$ cat config.mk
export PLATFORM = sky130hd
export DESIGN_NAME = lb_stream_ctrl
export DESIGN_NICKNAME = d
export VERILOG_FILES = /design/src/rtl/denoise_pkg.sv /design/src/rtl/mod3_counter.sv /design/src/rtl/lb_stream_ctrl.sv
export SDC_FILE = /design/constraint.sdc
export NUM_CORES = 1
export LEC_CHECK = 0
export CAP_MARGIN = 15
export CORE_MARGIN = 5
export CORE_UTILIZATION = 25
export CTS_CLUSTER_DIAMETER = 50
export DETAILED_ROUTE_END_ITERATION = 7
export PLACE_DENSITY_LB_ADDON = 0.05
export SLEW_MARGIN = 25
export SYNTH_ARGS = -nofsm -noshare
export SYNTH_HDL_FRONTEND = slang
export SYNTH_SLANG_ARGS = --single-unit
$ cat constraint.sdc
create_clock -name clk -period 2.75 [get_ports clk]
set_input_delay 0.55 -clock clk [delete_from_list [all_inputs] [get_ports clk]]
set_output_delay 0.55 -clock clk [all_outputs]
set_load 0.01 [all_outputs]
$ cat src/rtl/denoise_pkg.sv
// Shared types and constants for the line-buffer stream controller:
// FSM encoding, row-rotation width and default frame geometry.
package denoise_pkg;

    localparam int LINE_WIDTH_DEF   = 1920;
    localparam int FRAME_HEIGHT_DEF = 1080;
    localparam int X_W              = 11;
    localparam int ROW_W            = 2;

    typedef enum logic [1:0] {
        ST_IDLE,
        ST_PRIME,
        ST_RUN,
        ST_FLUSH
    } state_e;

    // Physical line buffers rotate 0 -> 1 -> 2 -> 0.
    function automatic logic [ROW_W-1:0] row_next(input logic [ROW_W-1:0] r);
        return (r == ROW_W'(2)) ? '0 : r + ROW_W'(1);
    endfunction

endpackage

$ cat src/rtl/mod3_counter.sv
// Physical write-row selector for the three line buffers. A clear restarts
// at row 0; an enable in the same cycle advances past it.
module mod3_counter
    import denoise_pkg::*;
(
    input  logic             clk,
    input  logic             rstn,
    input  logic             clr_i,
    input  logic             en_i,
    output logic [ROW_W-1:0] value_o
);

    logic [ROW_W-1:0] value_q;

    // NOTE: sequential state uses non-blocking assignments so every flop
    // samples the pre-edge values regardless of statement order.
    always_ff @(posedge clk or negedge rstn) begin
        if (!rstn) begin
            value_q <= '0;
        end else if (clr_i) begin
            value_q <= en_i ? ROW_W'(1) : '0;
        end else if (en_i) begin
            value_q <= row_next(value_q);
        end
    end

    assign value_o = value_q;

endmodule

$ cat src/rtl/lb_stream_ctrl.sv
// AXI4-Stream video to 3-line-buffer controller: writes incoming pixels,
// issues lagged reads and qualifies 3x3 window centres with line indices.
module lb_stream_ctrl
    import denoise_pkg::*;
#(
    parameter int DATA_WIDTH   = 32,
    parameter int LINE_WIDTH   = LINE_WIDTH_DEF,
    parameter int FRAME_HEIGHT = FRAME_HEIGHT_DEF
) (
    input  logic                  clk,
    input  logic                  rstn,
    input  logic [DATA_WIDTH-1:0] s_tdata,
    input  logic                  s_tvalid,
    output logic                  s_tready,
    input  logic                  s_tuser,
    input  logic                  s_tlast,
    output logic                  en_wr,
    output logic [X_W-1:0]        write_x,
    output logic [ROW_W-1:0]      write_row,
    output logic [DATA_WIDTH-1:0] pixel_out,
    output logic                  en_rd,
    output logic [X_W-1:0]        read_x,
    output logic                  win_valid,
    output logic [ROW_W-1:0]      top_row,
    output logic [X_W-1:0]        win_y,
    output logic                  err_sync
);

    localparam logic [X_W-1:0] LAST_X = X_W'(LINE_WIDTH - 1);
    localparam logic [X_W-1:0] LAST_Y = X_W'(FRAME_HEIGHT - 1);

    state_e           state_q, state_d;
    logic [X_W-1:0]   col_q, col_d;
    logic [X_W-1:0]   line_q, line_d;
    logic             err_q, err_d;
    logic             win_valid_q;
    logic [ROW_W-1:0] top_row_q;
    logic [X_W-1:0]   win_y_q;
    logic [ROW_W-1:0] row_cur;
    logic             row_clr, row_en;

    logic             ready, accept, sof, beat, at_last, eol, rd_beat, flush;
    logic [X_W-1:0]   x_eff, line_eff;

    mod3_counter u_row (
        .clk     (clk),
        .rstn    (rstn),
        .clr_i   (row_clr),
        .en_i    (row_en),
        .value_o (row_cur)
    );

    // A SOF beat always lands at x=0 of line 0, whatever the counters say.
    always_comb begin
        ready    = (state_q != ST_FLUSH);
        accept   = rstn && s_tvalid && ready;
        sof      = accept && s_tuser;
        beat     = accept && ((state_q != ST_IDLE) || s_tuser);
        x_eff    = s_tuser ? '0 : col_q;
        line_eff = s_tuser ? '0 : line_q;
        at_last  = (x_eff == LAST_X);
        eol      = s_tlast || at_last;
        rd_beat  = beat && !s_tuser && (state_q == ST_RUN) && (col_q != '0);
        flush    = (state_q == ST_FLUSH);
    end

    // NOTE: every signal assigned here gets a default first, so no path
    // leaves one unassigned and no latch is inferred.
    always_comb begin
        state_d = state_q;
        col_d   = col_q;
        line_d  = line_q;
        row_clr = 1'b0;
        row_en  = 1'b0;
        err_d   = err_q || (sof && (state_q != ST_IDLE)) || (beat && (s_tlast != at_last));
        if (flush) begin
            if (line_q == LAST_Y) begin
                state_d = ST_IDLE;
                line_d  = '0;
                row_clr = 1'b1;
            end else begin
                state_d = ST_RUN;
                line_d  = line_q + X_W'(1);
                row_en  = 1'b1;
            end
        end else if (beat) begin
            row_clr = s_tuser;
            if (eol) begin
                col_d = '0;
                if (line_eff < X_W'(2)) begin
                    line_d  = line_eff + X_W'(1);
                    row_en  = 1'b1;
                    state_d = (line_eff == '0) ? ST_PRIME : ST_RUN;
                end else begin
                    state_d = ST_FLUSH;
                end
            end else begin
                col_d   = x_eff + X_W'(1);
                line_d  = line_eff;
                state_d = (line_eff < X_W'(2)) ? ST_PRIME : ST_RUN;
            end
        end
    end

    always_ff @(posedge clk or negedge rstn) begin
        if (!rstn) begin
            state_q     <= ST_IDLE;
            col_q       <= '0;
            line_q      <= '0;
            err_q       <= 1'b0;
            win_valid_q <= 1'b0;
            top_row_q   <= '0;
            win_y_q     <= '0;
        end else begin
            state_q     <= state_d;
            col_q       <= col_d;
            line_q      <= line_d;
            err_q       <= err_d;
            win_valid_q <= en_rd;
            if (en_rd) begin
                top_row_q <= row_next(row_cur);
                win_y_q   <= line_q - X_W'(1);
            end
        end
    end

    // Reads trail writes by one column; the flush cycle reads the final column.
    assign s_tready  = ready;
    assign en_wr     = beat;
    assign write_x   = x_eff;
    assign write_row = s_tuser ? '0 : row_cur;
    assign pixel_out = beat ? s_tdata : '0;
    assign en_rd     = rd_beat || flush;
    assign read_x    = flush ? LAST_X : (rd_beat ? col_q - X_W'(1) : '0);
    assign win_valid = win_valid_q;
    assign top_row   = top_row_q;
    assign win_y     = win_y_q;
    assign err_sync  = err_q;

endmodule

# == Word level (Yosys, flattened, before mapping) ==
# Cells that the tools add are included.
# op_classes
reduce_logical,22
n_lt_le_gt_ge,1
eq_ne,8
addsub,6
bitwise,1
muxes,31
# ops
cell,count
11-bit 2-to-1 mux,10
11-bit by 1-bit adder with 11-bit output (second input constant),3
32-bit 2-to-1 mux,1
11-bit == test (second input constant),2
2-bit 2-to-1 mux,11
11-bit by 1-bit subtractor with 11-bit output (second input constant),2
11-bit logical NOT,1
11-bit by 2-bit < comparator with 1-bit output (second input constant),1
11-bit nonzero test,1
1-bit logical AND,9
1-bit 2-to-1 mux,9
2-bit == test (second input constant),3
2-bit nonzero test,3
1-bit logical OR,5
2-bit AND reduction,2
3-bit by 1-bit != test with 1-bit output (second input constant),1
2-bit by 1-bit adder with 2-bit output (second input constant),1
2-bit != test (second input constant),1
1-bit logical NOT,1
1-bit != test,1
1-bit inverter,1
# word_totals
ff_bits,41
wordCells,77
input_bits,37

# == Logic depth before layout (Yosys ltp) ==
# Gate-level depths: netlist (run 1).
# depth
depth_word,8
mapped_depth,16

# == By module ==
# From an unflattened synthesis (run 1), not the netlist that was laid out.
# unflattened
cells_unflattened,385
area_unflattened_um2,3154.3
# modules_own_cells
module,n_inst,area_each_um2,cells_each
lb_stream_ctrl,1,3065.4,377
mod3_counter,1,88.8,8

# == Least setup slack after synthesis (run 1) ==
# No wires, ideal clock.
# synth_path
kind,input port to flip-flop
startpoint,input port s_tuser
endpoint,register line_q[10]
slack_ns,-0.580
t_arrival_ns,3.205
stages,15
setup_time_ns,0.125
path_cell_list,buf_2 -> clkbuf_1 -> clkbuf_1 -> nor2_1 -> ha_1 -> nand2_1 -> nor3_1 -> nand3b_1 -> ha_1 -> clkbuf_1 -> nand2b_1 -> nor4_1 -> xnor2_1 -> a21oi_1 -> o21ai_1
# synth_via
elab_chain_len,6
# synth_rtl
element,line_no,source
"start, declared",lb_stream_ctrl.sv:15,"input logic s_tuser,"
11-bit 2-to-1 mux *,lb_stream_ctrl.sv:59,x_eff = s_tuser ? '0 : col_q;
via write_x[1],lb_stream_ctrl.sv:18,"output logic [X_W-1:0] write_x,"
11-bit == test *,lb_stream_ctrl.sv:61,at_last = (x_eff == LAST_X);
1-bit logical OR *,lb_stream_ctrl.sv:62,eol = s_tlast || at_last;
11-bit 2-to-1 mux,lb_stream_ctrl.sv:88,if (eol) begin
11-bit 2-to-1 mux,lb_stream_ctrl.sv:86,end else if (beat) begin
11-bit 2-to-1 mux,lb_stream_ctrl.sv:76,if (flush) begin
"end signal, assigned",lb_stream_ctrl.sv:117,line_q <= line_d;
"end, declared",lb_stream_ctrl.sv:34,"logic [X_W-1:0] line_q, line_d;"
# The timed path passes the listed nets; every way through them passes the cells marked *. The select of a mux whose other input is x is not followed.
# A chain may end at the register's enable or synchronous reset.

# == Worst setup path after layout (run 1) ==
# layout_path
startpoint,input port s_tvalid
endpoint,output port pixel_out[20]
# layout_via
elab_chain_len,4
# layout_rtl
element,line_no,source
"start, declared",lb_stream_ctrl.sv:13,"input logic s_tvalid,"
1-bit logical AND (2 in a row),lb_stream_ctrl.sv:56,accept = rstn && s_tvalid && ready;
1-bit logical AND,lb_stream_ctrl.sv:58,beat = accept && ((state_q != ST_IDLE) || s_tuser);
32-bit 2-to-1 mux,lb_stream_ctrl.sv:132,assign pixel_out = beat ? s_tdata : '0;
"end, declared",lb_stream_ctrl.sv:20,"output logic [DATA_WIDTH-1:0] pixel_out,"
# No other way between the ends.

==> summary.md, run 1 <==
| Metric | Value |
|---|---|
| Status | completed |
| Proportion of synthesized chip area in sequential cells | 32.26% |
| Via count of the first global-routing pass | 3412 |
| Count of antenna-violating nets left after detailed routing | 0 |
| Leakage Power | 2.187 nW |
| Number of clock sinks | 41 |
| Commonest cells after routing, fill and taps aside | sky130_fd_sc_hd__clkdlybuf4s50_1, sky130_fd_sc_hd__buf_4, sky130_fd_sc_hd__dfrtp_1 |
| Count of inserted antenna diode cells | 0 |
| Maximum clock skew at final layout | 0.007270 ns |
| Post-cts hold buffer count | 0 |
| Post-route setup TNS | 0 ns |
| Minimum setup slack after placement | -0.4720 ns |
| Worst VDD drop | 0.2528 mV |
| Max FO, Critical Path | 17 |
| Ports | 111 |
| Clock latency of the later-clocked register in the worst-skew pair | 0.29 ns |
| Pin count of the biggest net entering global routing | 42 |
| Cell Area, Synth | 3181 um2 |
| Most common library cell in the layout ignoring fill and taps | sky130_fd_sc_hd__clkdlybuf4s50_1 |
| Max-slew violation total from the final report | 0 |
| Power per standard cell area | 877.0 nW/um2 |
| Placed wire-length estimate | 8.177 mm |
| Clock tree from TritonCTS | done |
| Fraction of registers with async set/reset | 100.0% |
| Least-Margin Pin Slew | 0.5672 ns |
| Dominant cell type by area after synthesis | sky130_fd_sc_hd__dfrtp_1 |
| Headroom to the max-slew limit | 62.18% |
| Wire length of the first global-routing pass | 17.77 mm |
| Router iterations before antenna repair | 4 |
| Max Freq | 369.4 MHz |
| Final Setup Violations | 0 |
| Layout cell share with drive strength beyond 1 | 29.39% |
| Global-route usage over all layers | 14.96% |
| Final nets | 567 |
| Total nets after synthesis | 425 |
| Count of buffers from port buffering | 110 |
| Overflow left after global routing | 0 |
| Std-Cell Core Area | 12570 um2 |
| Cell chosen for the clock root | sky130_fd_sc_hd__clkbuf_16 |
| Number of distinct library cells after synthesis | 61 |
| Via/cell ratio | 4.680 |
| Full die area | 15080 um2 |
| Kind of end point of the critical path | output port |
| Height of the die | 122.8 um |
| RSZ-0062 raised after global routing | true |
| Hold crit path type | in -> async |
| Effective utilization at floorplan | 25.31% |
| Synth top area share | 32.26% |
| Element type at the critical path start | primary input |
| Number of H-tree levels | 2 |
| Number of violations reported at the end of detailed-routing iteration 0 | 141 |
| Number of buffers created by CTS | 5 |
| Post-synthesis cell count | 381 |
| Clock Tree Buf Depth | 2 |
| Critical Path AT | 2.16 ns |
| Post-CTS clock slew at the launch and capture registers of the worst setup and hold paths | 0.06 ns |
| Top cells by area, synth | sky130_fd_sc_hd__dfrtp_1, sky130_fd_sc_hd__and2_1, sky130_fd_sc_hd__mux2_4, sky130_fd_sc_hd__o21ai_0, sky130_fd_sc_hd__nand2_1 |
| Predominant post-synthesis flop cell | sky130_fd_sc_hd__dfrtp_1 |
| Total Power Consumption | 4.367 mW |
| Post-layout worst setup margin | 0.04290 ns |
| R2R cell count | 14 |
| DRC violation count after routing | 0 |
| Reg-to-Reg End | line_q[2] |
| WL per Instance | 15.70 um |
| Die width | 122.8 um |
| R2r setup slk | 0.24 ns |
| Yosys Warn Count | 0 |
| Num rows | 41 |
| CP required | 2.20 ns |
| Shortest clock period the worst path allows after layout | 2.707 ns |
| Number of synthesized flops with an enable pin | 0 |
| Min Hold Slack | 0.4731 ns |
| Total number of vias | 3257 |
| Overall routed net length | 10.92 mm |
| Final estimated routing congestion in global placement | 0.7807 |
| Final worst-path cycle share | 98.44% |
| Worst setup path category | in -> out |
| Number of max-cap violations | 0 |
| Initial antenna violation count | 0 |
| Launch instance of the worst register-to-register path | col_q[1] |
| Hold Vio Cnt, Final | 0 |
| Average instance area after synthesis | 8.348 um2 |
| Post-synthesis to final-layout area growth | 56.57% |
| Register bit count reported by yosys | 41 |
==> logic make-up after synthesis <==
family                   Yosys count  share of synthesized area (%)
AO/OA/AOI/OAI                     78                          16.56
flip-flops                        41                          32.26
XOR/XNOR                          21                          5.783
buffers and inverters             51                          7.081
AND/OR/NAND/NOR                  167                          28.95
multiplexers                      16                          6.609
adder cells (fa/ha/maj)            7                          2.754
==> flip-flops by register name, summed over array words and instances, names as in the netlist <==
signal	flops
err_sync	1
top_row	2
u_row.value_o	2
win_valid	1
state_q	2
col_q	11
line_q	11
win_y	11
==> worst max path at each step <==
stage | from | endpoint | slack [ns] | depth (start not counted)
global route | col_q[1] | read_x[0] | -0.02 | 8
global placement | s_tuser | read_x[7] | -0.43 | 6
floorplan | s_tuser | line_q[10] | -0.001 | 15
detailed placement | s_tuser | read_x[7] | -0.47 | 6
finish | s_tvalid | pixel_out[20] | 0.04 | 7
CTS | col_q[0] | read_x[5] | -0.02 | 9
==> through the flow <==
step | area [um2] | instances | util, %
floorplan | 3271 | 381 | -
global placement | 4762 | 678 | 37.89
detailed placement | 4762 | 678 | 37.89
CTS | 4971 | 692 | 39.55
global route | 4980 | 696 | 39.62
finish | 4980 | 696 | 39.62
==> cells in the mapped netlist (5+ instances only) <==
cell type	instances
sky130_fd_sc_hd__dfrtp_1	41
sky130_fd_sc_hd__and2_1	34
sky130_fd_sc_hd__nand2_1	32
sky130_fd_sc_hd__o21ai_0	27
sky130_fd_sc_hd__nor2_1	24
sky130_fd_sc_hd__nor3_1	18
sky130_fd_sc_hd__clkbuf_1	17
sky130_fd_sc_hd__inv_1	16
sky130_fd_sc_hd__xnor2_1	12
sky130_fd_sc_hd__buf_2	11
sky130_fd_sc_hd__nor2b_1	11
sky130_fd_sc_hd__a21oi_1	10
sky130_fd_sc_hd__mux2_4	9
sky130_fd_sc_hd__nand2b_1	9
sky130_fd_sc_hd__xor2_1	9
sky130_fd_sc_hd__nor4_1	8
sky130_fd_sc_hd__ha_1	7
sky130_fd_sc_hd__nand3_1	6
sky130_fd_sc_hd__nand4_1	6
sky130_fd_sc_hd__o31ai_1	6
sky130_fd_sc_hd__o22ai_1	5
==> power by group <==
group / internal [mW] / switching, mW
combinational: 1.37 / 1.34
clock: 0.430 / 0.271
sequential: 0.796 / 0.165
==> layout make-up <==
class	count	area (um2)
fill	1284	7589
clock inverter	3	46.29
sequential	41	1026
tap	172	215.2
timing repair buffer	169	1411
clock buffer	5	125.1
multi-input combinational	289	2086
inverter	17	70.07
==> layer usage <==
| metal | track usage (%) | vias to the layer above | share of wire (%) |
|---|---|---|---|
| met4 | 4.129 | 0 | 2.1 |
| met3 | 4.931 | 14 | 7.5 |
| li1 | - | 1621 | - |
| met2 | 23.64 | 94 | 45 |
| met5 | 0 | - | 0 |
| met1 | 19.56 | 1528 | 45 |
==> worst max-delay path: stages <==
cell and delay (ns):
sky130_fd_sc_hd__clkdlybuf4s50_1 0.50, sky130_fd_sc_hd__nand2_2 0.10, sky130_fd_sc_hd__or3_4 0.41, sky130_fd_sc_hd__inv_4 0.10
sky130_fd_sc_hd__buf_12 0.13, sky130_fd_sc_hd__and2_1 0.12, sky130_fd_sc_hd__clkdlybuf4s15_1 0.24
==> timing repair <==
action,CTS,global route
resized for setup,121,60
endpoints found under the setup margin,55,46
setup buffers,5,4
cloned,1,1
pin swaps,4,10
Note: power is estimated with default switching activity, not from simulation.
==> run 2, diff against run 1 <==
- CTS_CLUSTER_SIZE: default -> 16
==> results of run 2 <==
No change in the layout: final DEF, timing and power equal those of run 1.
